[config.mk]
export PLATFORM = sky130hd
export DESIGN_NAME = dequant_zigzag_writer_flat
export DESIGN_NICKNAME = d
export VERILOG_FILES = /design/src/rtl/dequant_zigzag_writer_if.sv /design/src/rtl/dequant_zigzag_writer.sv /design/src/flat_wrapper.sv
export SDC_FILE = /design/constraint.sdc
export NUM_CORES = 1
export LEC_CHECK = 0
export ABC_AREA = 1
export BUFFER_PORTS_ARGS = -buffer_cell sky130_fd_sc_hd__buf_2
export CORE_MARGIN = 5
export CORE_UTILIZATION = 60
export CTS_BUF_LIST = sky130_fd_sc_hd__clkbuf_2
export DETAILED_ROUTE_END_ITERATION = 12
export PLACE_DENSITY = 0.87
export SLEW_MARGIN = 10
export SYNTH_ARGS = -nofsm -noshare
export SYNTH_HDL_FRONTEND = slang
export SYNTH_SLANG_ARGS = --single-unit
[constraint.sdc]
create_clock -name Clock -period 9.9 [get_ports Clock]
set_input_delay 0.99 -clock Clock [delete_from_list [all_inputs] [get_ports Clock]]
set_output_delay 0.99 -clock Clock [all_outputs]
set_load 0.01 [all_outputs]
[src/rtl/dequant_zigzag_writer_if.sv]
// Coefficient stream and SRAM write bus for the dequantizing zig-zag writer.
// The block side uses the slave modport; the coefficient source/SRAM side uses master.
interface dequant_zigzag_writer_if;
    logic               Enable;
    logic               Q_select;
    logic signed [15:0] coeff_in;
    logic               coeff_valid;
    logic               coeff_ready;
    logic [17:0]        SRAM_address;
    logic signed [15:0] SRAM_write_data;
    logic               SRAM_we_n;
    logic               Done;

    modport master (
        output Enable, Q_select, coeff_in, coeff_valid,
        input  coeff_ready, SRAM_address, SRAM_write_data, SRAM_we_n, Done
    );

    modport slave (
        input  Enable, Q_select, coeff_in, coeff_valid,
        output coeff_ready, SRAM_address, SRAM_write_data, SRAM_we_n, Done
    );
endinterface

[src/rtl/dequant_zigzag_writer.sv]
// Dequantizes zig-zag ordered DCT coefficients and writes them row-major into the
// pre-IDCT SRAM region, one coefficient per cycle, segments Y then U then V.
module dequant_zigzag_writer #(
    parameter int unsigned Y_BLOCK_COLS  = 40,
    parameter int unsigned Y_BLOCK_ROWS  = 30,
    parameter int unsigned UV_BLOCK_COLS = 20,
    parameter int unsigned UV_BLOCK_ROWS = 30
) (
    input  logic                  Clock,
    input  logic                  Reset,
    dequant_zigzag_writer_if.slave bus
);

    localparam logic [17:0] PRE_IDCT_BASE = 18'd76800;
    localparam logic [17:0] U_SEG_BASE    = 18'd76800;
    localparam logic [17:0] V_SEG_BASE    = 18'd115200;

    typedef enum logic [1:0] {
        S_DQ_IDLE,
        S_DQ_ACTIVE,
        S_DQ_FLUSH,
        S_DQ_DONE
    } state_t;

    state_t state, state_n;

    logic [5:0] k;
    logic [5:0] block_col;
    logic [4:0] block_row;
    logic [1:0] seg;
    logic       q_sel;

    logic               accept;
    logic               last_col, last_row, last_coeff;
    logic [5:0]         rc;
    logic [2:0]         r, c;
    logic [3:0]         d;
    logic [2:0]         shift;
    logic signed [23:0] wide;
    logic signed [15:0] data_n;
    logic [7:0]         row_idx;
    logic [8:0]         col_off;
    logic [17:0]        row_off, seg_base, addr_n;

    // Position of the k-th coefficient along the anti-diagonal walk: odd
    // diagonals run with r increasing, even ones with r decreasing.
    function automatic logic [5:0] zz_pos(input logic [5:0] kk);
        logic [5:0]  pos;
        int unsigned n, rr, cc;
        pos = '0;
        n   = 0;
        for (int unsigned dd = 0; dd < 15; dd++) begin
            for (int unsigned j = 0; j < 8; j++) begin
                rr = dd[0] ? j : 7 - j;
                if (rr <= dd && dd - rr <= 7) begin
                    cc = dd - rr;
                    if (n == 32'(kk))
                        pos = {rr[2:0], cc[2:0]};
                    n++;
                end
            end
        end
        return pos;
    endfunction

    function automatic logic [2:0] shift_of(input logic [3:0] dd, input logic q);
        logic [2:0] s;
        if (!q) begin
            case (dd)
                4'd0:        s = 3'd3;
                4'd1:        s = 3'd2;
                4'd2, 4'd3:  s = 3'd3;
                4'd4, 4'd5:  s = 3'd4;
                4'd6, 4'd7:  s = 3'd5;
                4'd8, 4'd9:  s = 3'd6;
                default:     s = 3'd7;
            endcase
        end else begin
            case (dd)
                4'd0:             s = 3'd3;
                4'd1, 4'd2, 4'd3: s = 3'd1;
                4'd4, 4'd5:       s = 3'd2;
                4'd6, 4'd7:       s = 3'd3;
                4'd8, 4'd9:       s = 3'd4;
                default:          s = 3'd5;
            endcase
        end
        return s;
    endfunction

    always_comb begin
        accept   = bus.coeff_valid && (state == S_DQ_ACTIVE);
        last_col = (seg == 2'd0) ? (block_col == 6'(Y_BLOCK_COLS - 1))
                                 : (block_col == 6'(UV_BLOCK_COLS - 1));
        last_row = (seg == 2'd0) ? (block_row == 5'(Y_BLOCK_ROWS - 1))
                                 : (block_row == 5'(UV_BLOCK_ROWS - 1));
        last_coeff = accept && (k == 6'd63) && last_col && last_row && (seg == 2'd2);

        rc    = zz_pos(k);
        r     = rc[5:3];
        c     = rc[2:0];
        d     = {1'b0, r} + {1'b0, c};
        shift = shift_of(d, q_sel);

        wide = 24'(bus.coeff_in);
        wide = wide <<< shift;
        if (wide > 24'sd32767)
            data_n = 16'sh7FFF;
        else if (wide < -24'sd32768)
            data_n = 16'sh8000;
        else
            data_n = wide[15:0];

        case (seg)
            2'd1:    seg_base = U_SEG_BASE;
            2'd2:    seg_base = V_SEG_BASE;
            default: seg_base = '0;
        endcase
        row_idx = {block_row, 3'b000} + {5'd0, r};
        row_off = (seg == 2'd0) ? 18'(row_idx) * 18'd320 : 18'(row_idx) * 18'd160;
        col_off = {block_col, 3'b000} + {6'd0, c};
        addr_n  = PRE_IDCT_BASE + seg_base + row_off + {9'd0, col_off};
    end

    always_comb begin
        state_n = state;
        case (state)
            S_DQ_IDLE:   if (bus.Enable) state_n = S_DQ_ACTIVE;
            S_DQ_ACTIVE: if (last_coeff) state_n = S_DQ_FLUSH;
            S_DQ_FLUSH:  state_n = S_DQ_DONE;
            S_DQ_DONE:   state_n = S_DQ_IDLE;
            default:     state_n = S_DQ_IDLE;
        endcase
        bus.coeff_ready = (state == S_DQ_ACTIVE);
        bus.Done        = (state == S_DQ_DONE);
    end

    always_ff @(posedge Clock) begin
        if (Reset) begin
            state               <= S_DQ_IDLE;
            k                   <= '0;
            block_col           <= '0;
            block_row           <= '0;
            seg                 <= '0;
            q_sel               <= 1'b0;
            bus.SRAM_we_n       <= 1'b1;
            bus.SRAM_address    <= '0;
            bus.SRAM_write_data <= '0;
        end else begin
            state         <= state_n;
            bus.SRAM_we_n <= !accept;
            if (state == S_DQ_IDLE && bus.Enable) begin
                k         <= '0;
                block_col <= '0;
                block_row <= '0;
                seg       <= '0;
                q_sel     <= bus.Q_select;
            end
            if (accept) begin
                bus.SRAM_address    <= addr_n;
                bus.SRAM_write_data <= data_n;
                // Nested wrap: k -> block_col -> block_row -> seg.
                k <= k + 6'd1;
                if (k == 6'd63) begin
                    block_col <= block_col + 6'd1;
                    if (last_col) begin
                        block_col <= '0;
                        block_row <= block_row + 5'd1;
                        if (last_row) begin
                            block_row <= '0;
                            seg       <= (seg == 2'd2) ? 2'd0 : seg + 2'd1;
                        end
                    end
                end
            end
        end
    end

endmodule

[src/flat_wrapper.sv]
// flat-port wrapper written by rule: the top's interface ports become plain ports
module dequant_zigzag_writer_flat 
#(
    parameter int unsigned Y_BLOCK_COLS  = 40,
    parameter int unsigned Y_BLOCK_ROWS  = 30,
    parameter int unsigned UV_BLOCK_COLS = 20,
    parameter int unsigned UV_BLOCK_ROWS = 30
)
  (Clock, Reset, bus_Enable, bus_Q_select, bus_coeff_in, bus_coeff_valid, bus_coeff_ready, bus_SRAM_address, bus_SRAM_write_data, bus_SRAM_we_n, bus_Done);
  dequant_zigzag_writer_if bus_i ();
  input  logic Clock;
  input  logic Reset;
  input wire logic [$bits(bus_i.Enable)-1:0] bus_Enable;
  input wire logic [$bits(bus_i.Q_select)-1:0] bus_Q_select;
  input wire logic [$bits(bus_i.coeff_in)-1:0] bus_coeff_in;
  input wire logic [$bits(bus_i.coeff_valid)-1:0] bus_coeff_valid;
  output wire logic [$bits(bus_i.coeff_ready)-1:0] bus_coeff_ready;
  output wire logic [$bits(bus_i.SRAM_address)-1:0] bus_SRAM_address;
  output wire logic [$bits(bus_i.SRAM_write_data)-1:0] bus_SRAM_write_data;
  output wire logic [$bits(bus_i.SRAM_we_n)-1:0] bus_SRAM_we_n;
  output wire logic [$bits(bus_i.Done)-1:0] bus_Done;
  assign bus_i.Enable = bus_Enable;
  assign bus_i.Q_select = bus_Q_select;
  assign bus_i.coeff_in = bus_coeff_in;
  assign bus_i.coeff_valid = bus_coeff_valid;
  assign bus_coeff_ready = bus_i.coeff_ready;
  assign bus_SRAM_address = bus_i.SRAM_address;
  assign bus_SRAM_write_data = bus_i.SRAM_write_data;
  assign bus_SRAM_we_n = bus_i.SRAM_we_n;
  assign bus_Done = bus_i.Done;
  dequant_zigzag_writer #(.Y_BLOCK_COLS(Y_BLOCK_COLS), .Y_BLOCK_ROWS(Y_BLOCK_ROWS), .UV_BLOCK_COLS(UV_BLOCK_COLS), .UV_BLOCK_ROWS(UV_BLOCK_ROWS)) u_core (.Clock(Clock), .Reset(Reset), .bus(bus_i));
endmodule
Word level (Yosys, flattened, before mapping)
Memory sizes are Yosys's and may differ from the RTL's.
Cells that the tools add are included.
Widths: inputs -> output; s select.
{"block": "word_totals", "n_memories": 2, "output_inout_bits": 37, "regBits": 57, "mem_bits_rw": 0, "in_bits": 21, "elab_cells": 200, "romBits": 96, "latch_bits": 0}
{"block": "classes", "shift": 1, "div": 0, "n_eq_ne": 74, "order_cmp": 2, "n_reduce_logical": 11, "n_addsub": 10, "n_bitwise": 0, "mul": 2, "n_mux": 89}
{"memory": "(no name shown)", "depth": 16, "word_bits": 3, "read_ports": 1, "rd_clocked_by_memory_dff": 0, "wr": 0, "line_no": "dequant_zigzag_writer.sv:69", "rtl": "case (dd)"}
{"memory": "(no name shown)", "depth": 16, "word_bits": 3, "read_ports": 1, "rd_clocked_by_memory_dff": 0, "wr": 0, "line_no": "dequant_zigzag_writer.sv:79", "rtl": "case (dd)"}
{"op": "$mux 6", "count": 68}
{"op": "$eq 6x6->1 const A", "count": 32}
{"op": "$eq 5x6->1 const A", "count": 16}
{"op": "$eq 4x6->1 const A", "count": 8}
{"op": "$pmux 17 s2", "count": 1}
{"op": "$mux 16", "count": 2}
{"op": "$mux 5", "count": 5}
{"op": "$eq 3x6->1 const A", "count": 4}
{"op": "$gt 24x16->1 const B", "count": 1}
{"op": "$lt 24x16->1 const B", "count": 1}
{"op": "$sshl 16x3->24", "count": 1}
{"op": "$mul 8x3->11 const B", "count": 2}
{"op": "$add 17x17->18 const A", "count": 1}
{"op": "$add 18x18->18", "count": 1}
{"op": "$add 18x9->18", "count": 1}
{"op": "$mux 17", "count": 1}
{"op": "$mux 2", "count": 8}
{"op": "$add 6x1->6 const B", "count": 2}
{"op": "$eq 2x6->1 const A", "count": 2}
{"op": "$eq 6x6->1 const B", "count": 2}
{"op": "$add 9x3->9", "count": 1}
{"op": "$add 8x3->8", "count": 1}
{"op": "$pmux 2 s4", "count": 1}
{"op": "$eq 1x6->1 const A", "count": 1}
{"op": "other kinds (16)", "count": 26}

Longest topological paths before layout
Gate-level depths: netlist of run 1.
An unclocked memory read counts as a cell.
{"block": "logic_depth", "word_depth": 71, "depth_mapped": 69, "depth_no_buf": 69}

Worst setup path before layout of run 1
OpenSTA, ideal clock, no wires.
{"block": "synth_path", "path_type": "reg-to-reg", "from": "register u_core.k[0]", "to": "register u_core.bus.SRAM_address[16]", "setup_ns": 0.115, "path_stages_with_launch": 69, "slack_ns": 4.049, "arrival_time_ns": 5.735, "cell_sequence": "dfxtp_1 > inv_1 > ha_1 > inv_1 > nor2_1 > nand2_1 > nand2_1 > nand2_1 > nand3_1 > nand2_1 > nand3_1 > nand2_1 > nand2_1 > nand2_1 > nand2_1 > nand2_1 > nand2_1 > nand2_1 > [33 not listed] > inv_1 > fa_1 > o21ai_0 > ha_1 > ha_1 > a21oi_1 > nand2_1 > a21oi_1 > inv_1 > a21oi_1 > nor2_1 > nor2_1 > nor2_1 > o21ai_0 > nand2_1 > xor2_1 > o21ai_0 > inv_1"}
{"block": "synth_between", "elab_chain_cells": 68}
{"item": "start, declared", "line_no": "dequant_zigzag_writer.sv:27", "rtl": "logic [5:0] k;"}
{"item": "start signal, assigned", "line_no": "dequant_zigzag_writer.sv:163", "rtl": "k <= k + 6'd1;"}
{"item": "$eq 2x6->1", "line_no": "dequant_zigzag_writer.sv:57", "rtl": "if (n == 32'(kk))"}
{"item": "$mux 6 (61 in series)", "line_no": "dequant_zigzag_writer.sv:57"}
{"item": "$mux 6 (*)", "line_no": "dequant_zigzag_writer.sv:57"}
{"item": "$add 8x3->8", "line_no": "dequant_zigzag_writer.sv:119", "rtl": "row_idx = {block_row, 3'b000} + {5'd0, r};"}
{"item": "$mul 8x3->11", "line_no": "dequant_zigzag_writer.sv:120", "rtl": "row_off = (seg == 2'd0) ? 18'(row_idx) * 18'd320 : 18'(row_idx) * 18'd160;"}
{"item": "$mux 17", "line_no": "dequant_zigzag_writer.sv:120"}
{"item": "$add 18x18->18", "line_no": "dequant_zigzag_writer.sv:122", "rtl": "addr_n = PRE_IDCT_BASE + seg_base + row_off + {9'd0, col_off};"}
{"item": "$add 18x9->18 (*)", "line_no": "dequant_zigzag_writer.sv:122"}
{"item": "end signal, assigned", "line_no": "dequant_zigzag_writer.sv:160", "rtl": "bus.SRAM_address <= addr_n;"}
{"item": "end, declared", "line_no": "dequant_zigzag_writer_if.sv:21", "rtl": "output coeff_ready, SRAM_address, SRAM_write_data, SRAM_we_n, Done"}
Mark *: on every way between the ends. The rest lies on a longest branch, timed or not.
A chain may end at the register's enable or synchronous reset.

Worst setup path in the final report of run 1
{"block": "layout_path", "from": "register u_core.k[0]", "to": "register u_core.bus.SRAM_write_data[11]"}
{"block": "layout_between", "elab_chain_cells": 71}
{"item": "$eq 1x6->1", "line_no": "dequant_zigzag_writer.sv:57"}
{"item": "$mux 1", "line_no": "dequant_zigzag_writer.sv:57"}
{"item": "$mux 6 (61 in series)", "line_no": "dequant_zigzag_writer.sv:57"}
{"item": "$mux 6 (*)", "line_no": "dequant_zigzag_writer.sv:57"}
{"item": "$add 3x3->4 (*)", "line_no": "dequant_zigzag_writer.sv:102", "rtl": "d = {1'b0, r} + {1'b0, c};"}
{"item": "$mem_v2 16x3, on equally long branches"}
{"item": "$mux 3 (*)", "line_no": "dequant_zigzag_writer.sv:68", "rtl": "if (!q) begin"}
{"item": "$sshl 16x3->24 (*)", "line_no": "dequant_zigzag_writer.sv:106", "rtl": "wide = wide <<< shift;"}
{"item": "$lt 24x16->1", "line_no": "dequant_zigzag_writer.sv:109", "rtl": "else if (wide < -24'sd32768)"}
{"item": "$mux 16", "line_no": "dequant_zigzag_writer.sv:109"}
{"item": "$mux 16 (*)", "line_no": "dequant_zigzag_writer.sv:107", "rtl": "if (wide > 24'sd32767)"}
{"item": "end signal, assigned", "line_no": "dequant_zigzag_writer.sv:161", "rtl": "bus.SRAM_write_data <= data_n;"}
{"item": "end, declared", "line_no": "dequant_zigzag_writer_if.sv:21"}
Marked as above.

==> results of run 1 <==
kinds of logic after synthesis:
group                      share of synthesized area, %
DFF                                                21.0
adders and majority gates                          12.9
xor gates and xnor gates                           2.75
and+or+nand+nor                                    29.4
buffers and inverters                              12.6
muxes                                              1.48
AOI/OAI and AO/OA                                  19.8
flip-flops by register name, indices dropped and copies added (netlist names), 2 cells and up:
register and flops:
u_core.block_col 6, u_core.state 2, u_core.seg 2, u_core.bus.SRAM_address 18, u_core.bus.SRAM_write_data 16, u_core.k 6, u_core.block_row 5
layout by cell type (no fill, tap or decap), types with 3 or more instances in the layout:
cell,n
a31oi_1,6
a21oi_1,59
nand4_1,9
buf_4,3
nor4_1,5
nand3_1,32
o21ai_0,84
clkbuf_2,10
mux2i_1,8
nor2_1,136
or2_2,5
nor3_1,10
inv_1,143
o211ai_1,9
xnor2_1,6
ha_1,51
nand2_2,4
fa_1,3
inv_2,11
a211oi_1,4
clkinv_1,5
nand2_1,186
buf_2,57
o41ai_1,3
dfxtp_1,57
xor2_1,11
worst reg2reg max path, delay by kind of cell, from the launching register on:
kind	cells	cell delay [ps]
simple gates	47	3510
buf+inv	7	1140
compound gates	7	830
fa+ha+maj	3	770
flops	1	450
xor+xnor	1	280
through the flow:
step	cells	cell area [sq um]	setup slack (ps)	util, %	hold WS (ps)
2_1_floorplan	897	5420	4050	-	456
3_3_place_gp	1040	5770	3110	65.8	456
3_5_place_dp	1040	5770	2910	65.8	468
4_1_cts	1055	5870	2860	66.9	500
5_1_grt	1055	5870	1960	66.9	532
6_report	1055	5870	2830	66.9	500
power groups by stage:
stage / logic [uW] / clock network (uW) / registers [uW]
after CTS: 299 / 145 / 290
final: 298 / 143 / 290
after global placement: 291 / 0 / 294
after detailed placement: 297 / 0 / 294
after floorplan: 195 / 0 / 309
after global routing: 341 / 157 / 295
area by class of cell:
cell class	count	share of cell area, %
Sequential cell	57	19.4
Inverter	157	10.0
Timing Repair Buffer	60	5.25
Multi-Input combinational cell	658	61.3
Clock buffer	10	0.853
Clock inverter	5	0.810
Tap cell	108	2.30
layer usage:
layer / part of all wire [%] / wire length [microns] / GRT usage, %
met5: 0 / 0 / 0
met3: 5.5 / 726 / 4.32
met1: 48 / 6390 / 31.3
met4: 1.1 / 142 / 5.48
met2: 45 / 6000 / 38.4
path summary, 6_finish.rpt:
path	start	endpoint	slack, ps	cells past startpoint
worst min register to register	u_core.bus.SRAM_address[6]	u_core.bus.SRAM_address[6]	500	2
worst max-delay path	u_core.k[0]	u_core.bus.SRAM_write_data[11]	2830	65
worst max register to register	u_core.k[0]	u_core.bus.SRAM_write_data[11]	2830	65
worst min-delay path	u_core.bus.SRAM_address[6]	u_core.bus.SRAM_address[6]	500	2
==> results.rst, run 1 <==
.. list-table::
   :header-rows: 1

   * - Metric
     - Value
   * - Reported leakage power
     - about 0.003 uW
   * - Count of clock tree sinks
     - 57
   * - Cell accounting for the most synthesized area
     - dfxtp_1
   * - CTS max path bufs
     - 2
   * - Number of global-route vias before repair
     - 5144
   * - Setup clock skew after layout
     - approximately 30 ps
   * - FF+latch count, synth
     - 57
   * - Run status
     - complete, no violations
   * - Internal power contribution
     - roughly 430 uW
   * - Tightest Hold Check Type
     - flop to flop
   * - Number of antenna-violating nets in the routed design
     - 0
   * - H-tree depth reported by CTS
     - 3
   * - Maximum single-stage delay on the critical path
     - 490 ps
   * - Clock tree from TritonCTS
     - yes
   * - Share of Yosys cell area claimed by the top area cell type
     - 21.0%
   * - FF/Latch Area
     - 0.00114 sq mm
   * - Logic gate share of total power
     - approximately 40%
   * - Starting utilization of the core area
     - 61.9%
   * - FFs w/ async S/R, synth
     - 0%
   * - Cell with the most instances after synthesis
     - nand2_1
   * - Kind of end point of the critical path
     - flop
   * - Final HPWL DP
     - just over 10000 microns
   * - Vertical die dimension
     - 105 microns
   * - Final slew viol count
     - 0
   * - Switching fraction of total power
     - 41.1%
   * - Die Area
     - 0.0110 sq mm
   * - Cell variety after synth
     - 46
   * - Total of buffers placed on input and output ports
     - 57
   * - Pin count of the biggest net entering global routing
     - 46
   * - Final weighted congestion in routability-driven placement
     - 0.991
   * - Area of the mapped netlist
     - 0.00542 sq mm
   * - Clock latency on the worst-skew pair
     - about 500 ps
   * - Reg clk slew, reported paths
     - around 170 ps
   * - RSZ-0062 raised after global routing
     - false
   * - Count of final setup violators
     - 0
   * - Max-capacitance violation count
     - 0
   * - Detail-routed net length per standard cell
     - 12.6 microns
   * - Total Wirelength
     - between 10000 and 15000 microns
   * - CP Max Fanout
     - 23
   * - Top cell by count, worst path
     - nand2_1
   * - DRC viols
     - 0
   * - Number of synthesized flops with an enable pin
     - 0
   * - Cell with the largest stage delay on the worst path
     - nand3_1
   * - Share of the yosys chip area belonging to registers
     - 21.0%
   * - Placement row count
     - 34
   * - Violation count after the first detailed-routing iteration
     - 303
   * - Setup bufs post-CTS
     - 0
   * - Count of pins on the block boundary
     - 58
   * - Gr usage total
     - between 20% and 30%
   * - Post-CTS Resized
     - 0
   * - Number of failing hold endpoints at the final stage
     - 0
   * - Total number of vias
     - 5705
   * - Maximum ir drop on the vdd rail
     - around 130 uV
   * - Kind of cell with the highest combined delay on the critical path
     - simple AND/OR/NAND/NOR gates
   * - Layout fillers
     - 835
   * - # diodes
     - 0
   * - Net Sw Power
     - 300 uW
   * - Type of the worst setup path
     - flop to flop
   * - Post-Syn Area per Cell
     - approximately 6.0 sq um
   * - Layout area overhead
     - 8.22%
   * - Crit share post-route
     - 71.4%
   * - Clock root buffer
     - clkbuf_2
   * - Synth Net Count
     - 972
   * - Final-layout setup total negative slack
     - 0 ps
   * - Clock network power share
     - about a fifth
   * - Power consumption
     - roughly 730 uW
   * - DR vias/cell
     - 5.41
   * - Area inside the core boundary
     - between 0.008 and 0.009 sq mm
   * - Clock buffer count from CTS
     - 9
   * - Number of hold buffers added after cts
     - 0
   * - Crit path buffers/inverters
     - 7
   * - Router iterations before antenna repair
     - 5
   * - NumNets Final
     - just over 1000
   * - Power density normalized to cell area
     - 125 mW/mm^2
   * - Antenna violations before repair
     - 0
   * - Count of mapped cells out of synthesis
     - 897
   * - Primary FF master, synth
     - dfxtp_1
   * - Actual transition at the worst max-transition pin
     - 887 ps
   * - Slew Limit Headroom
     - 40.5%
   * - Width of the chip
     - 105 microns
   * - Worst path required time
     - 10320 ps
   * - GRT overflow
     - 0
   * - Achievable Freq
     - between 100 and 150 MHz
   * - Proportion of layout cells with a drive suffix above 1
     - 10.7%
   * - Main area contributors after synthesis
     - dfxtp_1, nand2_1, ha_1, inv_1, nor2_1
   * - Post-synth top cells
     - nand2_1, inv_1, nor2_1
   * - Worst Setup Start Kind
     - flop
   * - First-pass GRT wire length
     - 22300 microns
   * - Minimum period implied by the final worst setup slack
     - 7070 ps
   * - Worst EP arrival
     - 7480 ps
   * - Area taken by multi-input logic gates
     - 0.00360 sq mm
   * - Fraction of power consumed by sequential logic
     - 39.7%
   * - Syn. warnings
     - 0
No activity file was read; power rests on OpenSTA's default activity.
==> inputs of run 2 (changes only) <==
- CORE_UTILIZATION: 60 -> 56
- PLACE_DENSITY: 0.87 -> 0.86
- clock period: 9.9 -> 6.4 ns (I/O delays scaled with it)
==> run 2 against run 1 <==
Maximum frequency increased by 12%. Total power increased by 71%. Critical path depth decreased by 1. Register-to-register slack got worse by 2700 ps. Setup slack got worse by 2700 ps. First-iteration DRC count increased by 40%. Sequential cell count unchanged. Cell count increased by 6.3%. Critical path type unchanged. Largest power group unchanged. Highest routed layer unchanged.
==> results.rst, run 2 (synthesized netlist as in run 1, its figures left out) <==
.. list-table::
   :header-rows: 1

   * - Metric
     - Value
   * - Design area
     - 0.00660 sq mm
   * - Slew Limit Headroom
     - 34.3%
   * - Total of buffers placed on input and output ports
     - between 50 and 60
   * - Placement row count
     - 36
   * - Final weighted congestion in routability-driven placement
     - 0.966
   * - Highest metal layer used by the detailed router
     - met4
   * - Clock buffer count from CTS
     - 9
   * - GRT overflow
     - 0
   * - Maximum ir drop on the vdd rail
     - approximately 260 uV
   * - Detail-routed net length per standard cell
     - 14.1 microns
   * - Clock root buffer
     - clkbuf_2
   * - Kind of end point of the critical path
     - flop
   * - Die Area
     - 0.0117 sq mm
   * - Total Wirelength
     - 15800 microns
   * - Total number of vias
     - 6196
   * - First-pass GRT wire length
     - roughly 23000 microns
   * - WL met2
     - approximately 7400 microns
   * - Area taken by multi-input logic gates
     - 0.00395 sq mm
   * - Number of failing hold endpoints at the final stage
     - 0
   * - Proportion of layout cells with a drive suffix above 1
     - 21.9%
   * - Worst Setup Start Kind
     - flop
   * - Power density normalized to cell area
     - around 190 mW/mm^2
   * - Achievable Freq
     - 159 MHz
   * - Antenna violations before repair
     - 0
   * - Non-filler instance count after layout
     - between 1000 and 1500
   * - Reported leakage power
     - roughly 0.0033 uW
   * - Total met3 wirelength after detailed routing
     - 1390 microns
   * - Register containing the most flip-flops in the final layout
     - u_core.bus.SRAM_address
   * - Worst EP arrival
     - around 6800 ps
   * - Setup clock skew after layout
     - 35.2 ps
   * - Crit path buffers/inverters
     - 8
   * - Number of hold buffers added after cts
     - 0
   * - Starting utilization of the core area
     - a little under three fifths
   * - Final HPWL DP
     - between 10000 and 15000 microns
   * - RSZ-0062 raised after global routing
     - true
   * - Clock tree from TritonCTS
     - yes
   * - Cell with the largest stage delay on the worst path
     - dfxtp_4
   * - Number of flip-flops under the largest register name
     - 18
   * - Worst reg2reg startpoint
     - u_core.k[1]
   * - Final slew viol count
     - 0
   * - Layout area overhead
     - 21.7%
   * - Registers with the highest flip-flop counts
     - u_core.bus.SRAM_address (18), u_core.bus.SRAM_write_data (16)
   * - Violation count after the first detailed-routing iteration
     - 425
   * - Power consumption
     - 1250 uW
   * - Most frequent standard cell in the layout excluding fill and tap cells
     - nand2_1
   * - Count of final setup violators
     - 0
   * - Reg2Reg Capture Point
     - u_core.bus.SRAM_write_data[13]
   * - Top cell by count, worst path
     - nand2_1
   * - Gr usage total
     - 23.8%
   * - Count of pins on the block boundary
     - 58
   * - Worst setup timing slack at the placement stage
     - -38.3 ps
   * - DRC viols
     - 0
   * - Pin count of the biggest net entering global routing
     - 45
   * - Final-layout setup total negative slack
     - 0 ps
   * - DR vias/cell
     - around 5.5
   * - Most frequent cells in the layout
     - nand2_1, inv_1, nor2_1, o21ai_0, buf_2
   * - Total instance count after detailed placement
     - roughly 1100
   * - NumNets Final
     - 1058
   * - Layout fillers
     - 817
   * - Number of global-route vias before repair
     - 5282
   * - Minimum period implied by the final worst setup slack
     - 6290 ps
   * - FF/Latch Area
     - about 0.0012 sq mm
   * - Number of antenna-violating nets in the routed design
     - 0
   * - Start point of the worst hold path
     - bus_Q_select
   * - Type of the worst setup path
     - flop to flop
   * - Hold path endpoint
     - u_core.q_sel
   * - Max-capacitance violation count
     - 0
   * - CP Max Fanout
     - 12
   * - WHS Path Cells
     - 3
   * - Run status
     - complete, no violations
   * - H-tree depth reported by CTS
     - 3
   * - Worst path required time
     - 6870 ps
   * - Count of clock tree sinks
     - 57
   * - Wire length on met1
     - 6440 microns
   * - Width of the chip
     - between 100 and 150 microns
   * - # diodes
     - 0
   * - Post-DP Area
     - 0.00588 sq mm
   * - Reg2reg setup slack
     - 110 ps
   * - Reg clk slew, reported paths
     - 190 ps
   * - Clock latency on the worst-skew pair
     - 540 ps
   * - Kind of cell with the highest combined delay on the critical path
     - simple AND/OR/NAND/NOR gates
   * - Setup WS post-layout
     - around 110 ps
   * - Vertical die dimension
     - approximately 110 microns
   * - Actual transition at the worst max-transition pin
     - just under 1000 ps
   * - Router iterations before antenna repair
     - 6
   * - Crit share post-route
     - 98.4%
   * - Maximum single-stage delay on the critical path
     - 450 ps
   * - CTS max path bufs
     - 2
   * - Area inside the core boundary
     - ~0.0096 sq mm
   * - Source of the critical timing path
     - u_core.k[1]
   * - R2R cell count
     - 64
   * - Tightest Hold Check Type
     - primary input to flop
==> run 2: worst max-delay path by stage <==
stage,end,slack (ps),depth (start not counted)
final,u_core.bus.SRAM_write_data[13],110,64
after global routing,u_core.bus.SRAM_write_data[13],-530,67
after CTS,u_core.bus.SRAM_write_data[10],20,66
after floorplan,u_core.bus.SRAM_address[16],550,68
after detailed placement,u_core.bus.SRAM_address[17],-40,66
after global placement,u_core.bus.SRAM_address[17],40,66
==> run 2: repair_timing <==
action / 4_1_cts / 5_1_grt
resized for setup: 2 / 118
setup endpoints to repair: 2 / 22
setup buffers: 0 / 27
gates cloned: 0 / 2
pin swaps: 0 / 53
==> run 2: cell type report <==
type | count | share of cell area, %
multi-input combinational | 658 | 59.9
inverter | 157 | 9.16
clock inverter | 7 | 0.892
clock buffer | 9 | 0.683
tap | 133 | 2.52
sequential | 57 | 17.5
timing repair inverter | 1 | 0.114
timing repair buffer | 99 | 9.28
==> run 2: per-layer routing <==
metal  GRT usage, %  vias up
met5              0        -
met4           8.21        0
li1               -     3082
met3           5.55       69
met2           38.5      297
met1           31.1     2748
==> run 2: metrics by stage <==
step,hold WS [ps],util [%]
floorplan,456,-
global placement,457,61.3
detailed placement,477,61.3
CTS,394,62.4
global route,400,68.8
finish,400,68.8
==> run 2: worst register-to-register path: cells and delay by family, from the launching register on <==
| kind | cells | cell delay (ps) |
|---|---|---|
| and+or+nand+nor | 46 | 3120 |
| adders and majority gates | 3 | 700 |
| buffers and inverters | 8 | 860 |
| AOI/OAI and AO/OA | 6 | 880 |
| DFF | 1 | 450 |
| xor gates and xnor gates | 1 | 220 |
==> run 2: where the power goes <==
part	internal (uW)	switching, uW	total [uW]
clock network	56.9	168	225
registers	416	35.6	452
logic	225	349	574
total	698	552	1250
